[src/rtl/ghost_mover_if.sv]
// ghost_mover_if: wall lookup handshake between the ghost mover and the maze wall table.
//   wall_req  : lookup request, held until wall_ack (driven by master)
//   wall_x/y  : coordinate being queried, stable while wall_req is high (driven by master)
//   wall_ack  : one-cycle pulse, lookup result valid (driven by slave)
//   wall_hit  : 1 = queried position is a wall, qualified by wall_ack (driven by slave)
interface ghost_mover_if;
    logic       wall_req;
    logic [9:0] wall_x;
    logic [9:0] wall_y;
    logic       wall_ack;
    logic       wall_hit;

    modport master (
        output wall_req,
        output wall_x,
        output wall_y,
        input  wall_ack,
        input  wall_hit
    );

    modport slave (
        input  wall_req,
        input  wall_x,
        input  wall_y,
        output wall_ack,
        output wall_hit
    );
endinterface

[src/rtl/ghost_mover.sv]
// ghost_mover: moves one ghost by STEP pixels per frame tick, in the direction supplied by the
// random direction generator, after checking the candidate square against the maze wall table.
// If the new direction is blocked the current heading is tried instead; if that is blocked too
// the ghost stays put and 'stalled' is raised.
//
// Ports:
//   Clk, Reset  : system clock, asynchronous active-high reset
//   enable      : movement enabled (low = ghost frozen)
//   frame_tick  : one-cycle pulse per frame, starts a move
//   dir         : direction keycode (0x04 left, 0x07 right, 0x16 down, 0x1A up)
//   wall        : wall lookup handshake (master side)
//   pos_x/pos_y : ghost position in pixels
//   heading     : current direction keycode
//   busy        : move in progress
//   moved       : one-cycle pulse in the cycle the new position appears
//   stalled     : both candidate and fallback blocked; cleared by the next successful move
//   overrun     : sticky, frame_tick arrived while busy
module ghost_mover #(
    parameter logic [9:0] START_X = 10'd320,
    parameter logic [9:0] START_Y = 10'd240,
    parameter logic [9:0] X_MAX   = 10'd639,
    parameter logic [9:0] Y_MAX   = 10'd479,
    parameter logic [3:0] STEP    = 4'd1,
    parameter logic [7:0] TIMEOUT = 8'd16
) (
    input  logic          Clk,
    input  logic          Reset,
    input  logic          enable,
    input  logic          frame_tick,
    input  logic [7:0]    dir,
    ghost_mover_if.master wall,
    output logic [9:0]    pos_x,
    output logic [9:0]    pos_y,
    output logic [7:0]    heading,
    output logic          busy,
    output logic          moved,
    output logic          stalled,
    output logic          overrun
);

    localparam logic [7:0] KEY_LEFT  = 8'h04;
    localparam logic [7:0] KEY_RIGHT = 8'h07;
    localparam logic [7:0] KEY_DOWN  = 8'h16;
    localparam logic [7:0] KEY_UP    = 8'h1A;

    typedef enum logic [2:0] {
        StIdle,
        StCalc,
        StQuery,
        StRetryCalc,
        StRetryQuery,
        StCommit
    } state_e;

    state_e     state_q, state_d;
    logic [9:0] pos_x_q, pos_x_d;
    logic [9:0] pos_y_q, pos_y_d;
    logic [7:0] heading_q, heading_d;
    logic [7:0] try_dir_q, try_dir_d;   // direction under test (candidate, then heading)
    logic [9:0] tgt_x_q, tgt_x_d;
    logic [9:0] tgt_y_q, tgt_y_d;
    logic [7:0] wait_q, wait_d;         // query cycles spent without an ack
    logic       moved_q, moved_d;
    logic       stalled_q, stalled_d;
    logic       overrun_q, overrun_d;

    logic              dir_legal;
    logic              blocked;
    logic signed [10:0] step_s;
    logic signed [10:0] delta_x, delta_y;
    logic signed [10:0] next_x, next_y;
    logic [9:0]        calc_x;
    logic              y_bad;

    assign dir_legal = (dir == KEY_LEFT) || (dir == KEY_RIGHT) ||
                       (dir == KEY_DOWN) || (dir == KEY_UP);

    assign step_s = $signed({7'd0, STEP});

    // Target computation from the registered position and the direction under test.
    always_comb begin
        delta_x = '0;
        delta_y = '0;
        case (try_dir_q)
            KEY_LEFT:  delta_x = -step_s;
            KEY_RIGHT: delta_x = step_s;
            KEY_UP:    delta_y = -step_s;
            KEY_DOWN:  delta_y = step_s;
            default:   ;
        endcase
        next_x = $signed({1'b0, pos_x_q}) + delta_x;
        next_y = $signed({1'b0, pos_y_q}) + delta_y;
        // Horizontal tunnel: leaving one side re-enters on the other.
        if (next_x < 11'sd0) begin
            calc_x = X_MAX;
        end else if (next_x > $signed({1'b0, X_MAX})) begin
            calc_x = '0;
        end else begin
            calc_x = next_x[9:0];
        end
        // No vertical tunnel: off-screen rows behave like walls without a lookup.
        y_bad = (next_y < 11'sd0) || (next_y > $signed({1'b0, Y_MAX}));
    end

    always_comb begin
        state_d   = state_q;
        pos_x_d   = pos_x_q;
        pos_y_d   = pos_y_q;
        heading_d = heading_q;
        try_dir_d = try_dir_q;
        tgt_x_d   = tgt_x_q;
        tgt_y_d   = tgt_y_q;
        wait_d    = wait_q;
        moved_d   = 1'b0;
        stalled_d = stalled_q;
        overrun_d = overrun_q;
        blocked   = 1'b0;

        // Ticks are never queued; any tick outside IDLE is lost and flagged.
        if (frame_tick && (state_q != StIdle)) begin
            overrun_d = 1'b1;
        end

        unique case (state_q)
            StIdle: begin
                if (frame_tick && enable) begin
                    try_dir_d = dir_legal ? dir : heading_q;
                    state_d   = StCalc;
                end
            end
            StCalc, StRetryCalc: begin
                tgt_x_d = calc_x;
                tgt_y_d = next_y[9:0];
                wait_d  = '0;
                if (y_bad) begin
                    blocked = 1'b1;
                end else begin
                    state_d = (state_q == StCalc) ? StQuery : StRetryQuery;
                end
            end
            StQuery, StRetryQuery: begin
                // An ack on the last allowed cycle still wins over the timeout.
                if (wall.wall_ack) begin
                    if (wall.wall_hit) begin
                        blocked = 1'b1;
                    end else begin
                        state_d = StCommit;
                    end
                end else if (wait_q == TIMEOUT - 8'd1) begin
                    blocked = 1'b1;
                end else begin
                    wait_d = wait_q + 8'd1;
                end
            end
            StCommit: begin
                pos_x_d   = tgt_x_q;
                pos_y_d   = tgt_y_q;
                heading_d = try_dir_q;
                moved_d   = 1'b1;
                stalled_d = 1'b0;
                state_d   = StIdle;
            end
            default: begin
                state_d = StIdle;
            end
        endcase

        // Blocked on the first attempt with a new direction: fall back to the heading.
        if (blocked) begin
            if (((state_q == StCalc) || (state_q == StQuery)) && (try_dir_q != heading_q)) begin
                try_dir_d = heading_q;
                state_d   = StRetryCalc;
            end else begin
                stalled_d = 1'b1;
                state_d   = StIdle;
            end
        end
    end

    always_ff @(posedge Clk or posedge Reset) begin
        if (Reset) begin
            state_q   <= StIdle;
            pos_x_q   <= START_X;
            pos_y_q   <= START_Y;
            heading_q <= KEY_LEFT;
            try_dir_q <= KEY_LEFT;
            tgt_x_q   <= START_X;
            tgt_y_q   <= START_Y;
            wait_q    <= '0;
            moved_q   <= 1'b0;
            stalled_q <= 1'b0;
            overrun_q <= 1'b0;
        end else begin
            state_q   <= state_d;
            pos_x_q   <= pos_x_d;
            pos_y_q   <= pos_y_d;
            heading_q <= heading_d;
            try_dir_q <= try_dir_d;
            tgt_x_q   <= tgt_x_d;
            tgt_y_q   <= tgt_y_d;
            wait_q    <= wait_d;
            moved_q   <= moved_d;
            stalled_q <= stalled_d;
            overrun_q <= overrun_d;
        end
    end

    // Request is a pure function of state, so an async reset drops it immediately.
    assign wall.wall_req = (state_q == StQuery) || (state_q == StRetryQuery);
    assign wall.wall_x   = tgt_x_q;
    assign wall.wall_y   = tgt_y_q;

    assign pos_x   = pos_x_q;
    assign pos_y   = pos_y_q;
    assign heading = heading_q;
    assign busy    = (state_q != StIdle);
    assign moved   = moved_q;
    assign stalled = stalled_q;
    assign overrun = overrun_q;

endmodule

[src/flat_wrapper.sv]
// flat-port wrapper written by rule: the top's interface ports become plain ports
module ghost_mover_flat 
#(
    parameter logic [9:0] START_X = 10'd320,
    parameter logic [9:0] START_Y = 10'd240,
    parameter logic [9:0] X_MAX   = 10'd639,
    parameter logic [9:0] Y_MAX   = 10'd479,
    parameter logic [3:0] STEP    = 4'd1,
    parameter logic [7:0] TIMEOUT = 8'd16
)
  (Clk, Reset, enable, frame_tick, dir, pos_x, pos_y, heading, busy, moved, stalled, overrun, wall_wall_req, wall_wall_x, wall_wall_y, wall_wall_ack, wall_wall_hit);
  ghost_mover_if wall_i ();
  input  logic Clk;
  input  logic Reset;
  input  logic enable;
  input  logic frame_tick;
  input  logic [7:0] dir;
  output logic [9:0] pos_x;
  output logic [9:0] pos_y;
  output logic [7:0] heading;
  output logic busy;
  output logic moved;
  output logic stalled;
  output logic overrun;
  output wire logic [$bits(wall_i.wall_req)-1:0] wall_wall_req;
  output wire logic [$bits(wall_i.wall_x)-1:0] wall_wall_x;
  output wire logic [$bits(wall_i.wall_y)-1:0] wall_wall_y;
  input wire logic [$bits(wall_i.wall_ack)-1:0] wall_wall_ack;
  input wire logic [$bits(wall_i.wall_hit)-1:0] wall_wall_hit;
  assign wall_wall_req = wall_i.wall_req;
  assign wall_wall_x = wall_i.wall_x;
  assign wall_wall_y = wall_i.wall_y;
  assign wall_i.wall_ack = wall_wall_ack;
  assign wall_i.wall_hit = wall_wall_hit;
  ghost_mover #(.START_X(START_X), .START_Y(START_Y), .X_MAX(X_MAX), .Y_MAX(Y_MAX), .STEP(STEP), .TIMEOUT(TIMEOUT)) u_core (.Clk(Clk), .Reset(Reset), .enable(enable), .frame_tick(frame_tick), .dir(dir), .wall(wall_i), .pos_x(pos_x), .pos_y(pos_y), .heading(heading), .busy(busy), .moved(moved), .stalled(stalled), .overrun(overrun));
endmodule
[config.mk]
export PLATFORM = sky130hd
export DESIGN_NAME = ghost_mover_flat
export DESIGN_NICKNAME = d
export VERILOG_FILES = /design/src/rtl/ghost_mover_if.sv /design/src/rtl/ghost_mover.sv /design/src/flat_wrapper.sv
export SDC_FILE = /design/constraint.sdc
export NUM_CORES = 1
export LEC_CHECK = 0
export CAP_MARGIN = 15
export CORE_MARGIN = 1.5
export CORE_UTILIZATION = 30
export CTS_CLUSTER_SIZE = 40
export DETAILED_ROUTE_END_ITERATION = 8
export HOLD_SLACK_MARGIN = 0.05
export PLACE_DENSITY = 0.54
export SLEW_MARGIN = 20
export SYNTH_ARGS = -nofsm -noshare
export SYNTH_HDL_FRONTEND = slang
export SYNTH_SLANG_ARGS = --single-unit
export TNS_END_PERCENT = 30
[constraint.sdc]
create_clock -name Clk -period 4 [get_ports Clk]
set_input_delay 0.6 -clock Clk [delete_from_list [all_inputs] [get_ports Clk]]
set_output_delay 0.6 -clock Clk [all_outputs]
set_load 0.03 [all_outputs]
==> impl_metrics.json <==
{
  "final_hold_viol_count": 0,
  "cp-start-kind": "flop",
  "clk_pin_slew_ps": 60,
  "synthDistinctLibCells": 72,
  "synth-seq-area-share": 0.4052,
  "status": "completed",
  "worstSetupPathType": "reg -> reg",
  "clock_tree.buffer_depth": 2,
  "fin_crit_ps": 3665,
  "vias_per_cell": 5.090,
  "maxSlewHeadroom": 0.3553,
  "finalWeightedCongestion": 0.8553,
  "port-buffer-count": 66,
  "placementRows": 43,
  "rsz0062_at_grt": "no",
  "grt_pass1_wl_um": 17150,
  "grt_pass1_vias": 3463,
  "grt_start_max_net_pins": 71,
  "peakVddDrop_v": 0.0005027,
  "diodes": 0,
  "htree_levels": 3,
  "die_w_um": 123.6,
  "grt_usage": 0.1444,
  "die_h_um": 123.6,
  "hold_path_class": "reg -> reg",
  "p_leak_uw": 0.002327,
  "ios": 67,
  "start_util": 0.3110,
  "fin_skew_ps": 8.884,
  "final_util": 0.3868,
  "crit_required_ps": 4180,
  "syn2layout_area_growth_pct": 24.38,
  "max-cap-violations": 0,
  "clk_latency_ps": 330,
  "synth_fp_nets": 477,
  "syn_area_um2": 4367,
  "antenna_found_initial": 0,
  "slew_violations": 0,
  "syn_avg_cell_area_um2": 9.924,
  "core_area_um2": 14040,
  "wl_per_cell_um": 14.99,
  "p_per_area_nw_per_um2": 880.1,
  "cp_data_arrival_time_ps": 3850,
  "drive_above_1_share": 0.1677,
  "dr.pass1.iters": 4,
  "wirelength_um": 10300,
  "synth_warnings": 0,
  "setup_tns_ps": 0,
  "stdcell_count": 687,
  "async_flop_share": 1.000,
  "fmaxAchievable_mhz": 272.9,
  "dpl.hpwl_um": 7572,
  "ant_nets": 0,
  "yosys_register_bits": 70,
  "tightest_slew_ps": 967.1,
  "synth_ff_type": "dfrtp_1",
  "end_kind": "flop",
  "drc": 0,
  "cts_tree": "built",
  "initialDrtViolationCount": 198,
  "fin_crit_sh": 0.9162,
  "syn_inst": 440,
  "root_buffer": "clkbuf_16",
  "cts.sinks": 70,
  "worstPathMaxFanout": 13,
  "overflow": 0,
  "vias": 3497,
  "place_inst": 671,
  "synth_edf_count": 0,
  "dieArea_um2": 15290,
  "nets": 540,
  "setup_viol": 0,
  "numCtsBuffers": 9
}
-- repair_timing --
item	in CTS	in global routing
setup buffers	0	1
endpoints found under the hold margin	0	0
gates resized for setup	0	3
hold buffers	0	0
setup endpoints to repair	0	15
-- worst paths after layout --
| check | from | to | slack (ps) | depth (start not counted) |
|---|---|---|---|---|
| max in group asynchronous | Reset | u_core.pos_x[8] | 3000 | 3 |
| setup reg to reg | u_core.try_dir_q[5] | u_core.try_dir_q[6] | 340 | 11 |
| hold reg to reg | u_core.wall.wall_y[5] | u_core.wall.wall_y[5] | 470 | 2 |
| setup / recovery | u_core.try_dir_q[5] | u_core.try_dir_q[6] | 340 | 11 |
| min in group asynchronous | Reset | u_core.wait_q[4] | 680 | 3 |
| hold / removal | u_core.wall.wall_y[5] | u_core.wall.wall_y[5] | 470 | 2 |
-- cell type report --
class	instances	area [um^2]
well taps	180	225.2
inverters	26	97.59
multi-input cells	324	2364
repair buffers	72	718.2
clock inverters	4	25.02
fillers	1353	8611
clock buffers	11	232.7
flip-flops and latches	70	1769
-- kinds of logic (layout without fill, tap and decap cells) --
group,Yosys count,in the layout,share of synthesized area
AOI/OAI and AO/OA,98,98,0.1642
xor gates and xnor gates,30,30,0.06017
adders and majority gates,23,23,0.06934
muxes,29,29,0.07450
buffers and inverters,46,113,0.05530
and+or+nand+nor,144,144,0.1713
DFF,70,70,0.4052
-- flip-flops by register name (all words and copies together) (netlist names) --
| name | flops |
|---|---|
| u_core.wall.wall_y | 10 |
| u_core.pos_x | 10 |
| u_core.state_q | 3 |
| u_core.heading | 8 |
| u_core.moved | 1 |
| u_core.wait_q | 8 |
| u_core.try_dir_q | 8 |
| u_core.pos_y | 10 |
| u_core.stalled | 1 |
| u_core.wall.wall_x | 10 |
| u_core.overrun | 1 |
-- cell usage after synthesis, types with 3 or more instances --
cell	instances	area [um^2]
a211oi_1	6	45.04
a21o_1	3	22.52
a21oi_1	14	70.07
a22oi_1	7	52.55
a311oi_1	7	61.31
and3_1	3	18.77
buf_2	3	15.01
buf_6	3	33.78
clkbuf_1	10	37.54
dfrtp_1	56	1401
dfstp_2	14	367.9
ha_1	21	262.8
inv_1	26	97.59
mux2_2	28	315.3
nand2_1	34	127.6
nand2b_1	6	37.54
nand3_1	7	35.03
nand3b_1	3	22.52
nand4_1	7	43.79
nor2_1	38	142.6
nor2b_1	6	37.54
nor3_1	12	60.06
nor4_1	4	25.02
o21a_1	8	60.06
o21ai_0	16	80.08
o22ai_1	6	37.54
o31ai_1	4	30.03
or2_2	4	25.02
or3_1	4	25.02
xnor2_1	12	105.1
xor2_1	18	157.7
-- routing by layer --
layer / share of wire / GRT usage / wire [um]
met2: 0.43 / 0.2117 / 4406
met1: 0.51 / 0.2096 / 5276
met5: 0 / 0 / 0
met4: 0.013 / 0.04598 / 135
met3: 0.046 / 0.03342 / 478
-- critical path, stage by stage, from the launching register on --
cell       delay (ps)
dfrtp_1           410
nor3_1            360
and4b_1           280
buf_4             220
ha_1              320
o21ai_0           350
a2111oi_0         130
a211oi_1          390
nor4b_2           120
a21bo_2           230
o21ai_1           530
o22ai_2           170
-- stage by stage --
step / setup slack, ps / hold slack [ps] / cell area (um^2) / power (uW)
finish: 335.2 / 465.1 / 5431 / 4780
global route: 24.94 / 489.5 / 5431 / 5189
CTS: 105.7 / 467.3 / 5416 / 4779
detailed placement: 142.2 / 452.0 / 5159 / 4045
global placement: 190.4 / 457.5 / 5159 / 4002
floorplan: 733.1 / 492.0 / 4367 / 3264
-- power breakdown --
part | internal (uW) | switching, uW
clock network | 414 | 287
logic | 1250 | 1710
registers | 915 | 203
-- placed cells by master, fill, tap and decap left out, drive strengths merged, types with 3 or more instances in the layout --
cell           instances
o21a                   8
nor3                  13
a22oi                  7
a311oi                 7
clkdlybuf4s50         66
o22ai                  7
a21o                   4
mux2                  28
and3                   3
or3                    4
o31ai                  4
dfrtp                 56
clkbuf                11
a2111oi                3
nand3b                 3
and4                   3
nor2                  38
o21ai                 17
dfstp                 14
a21oi                 14
a211oi                 6
ha                    21
buf                    6
nor2b                  6
nand3                  7
xor2                  18
nand4                  7
nand2                 34
inv                   26
xnor2                 12
nor4                   5
nand2b                 6
or2                    4
(Power assumes the default switching activity.)
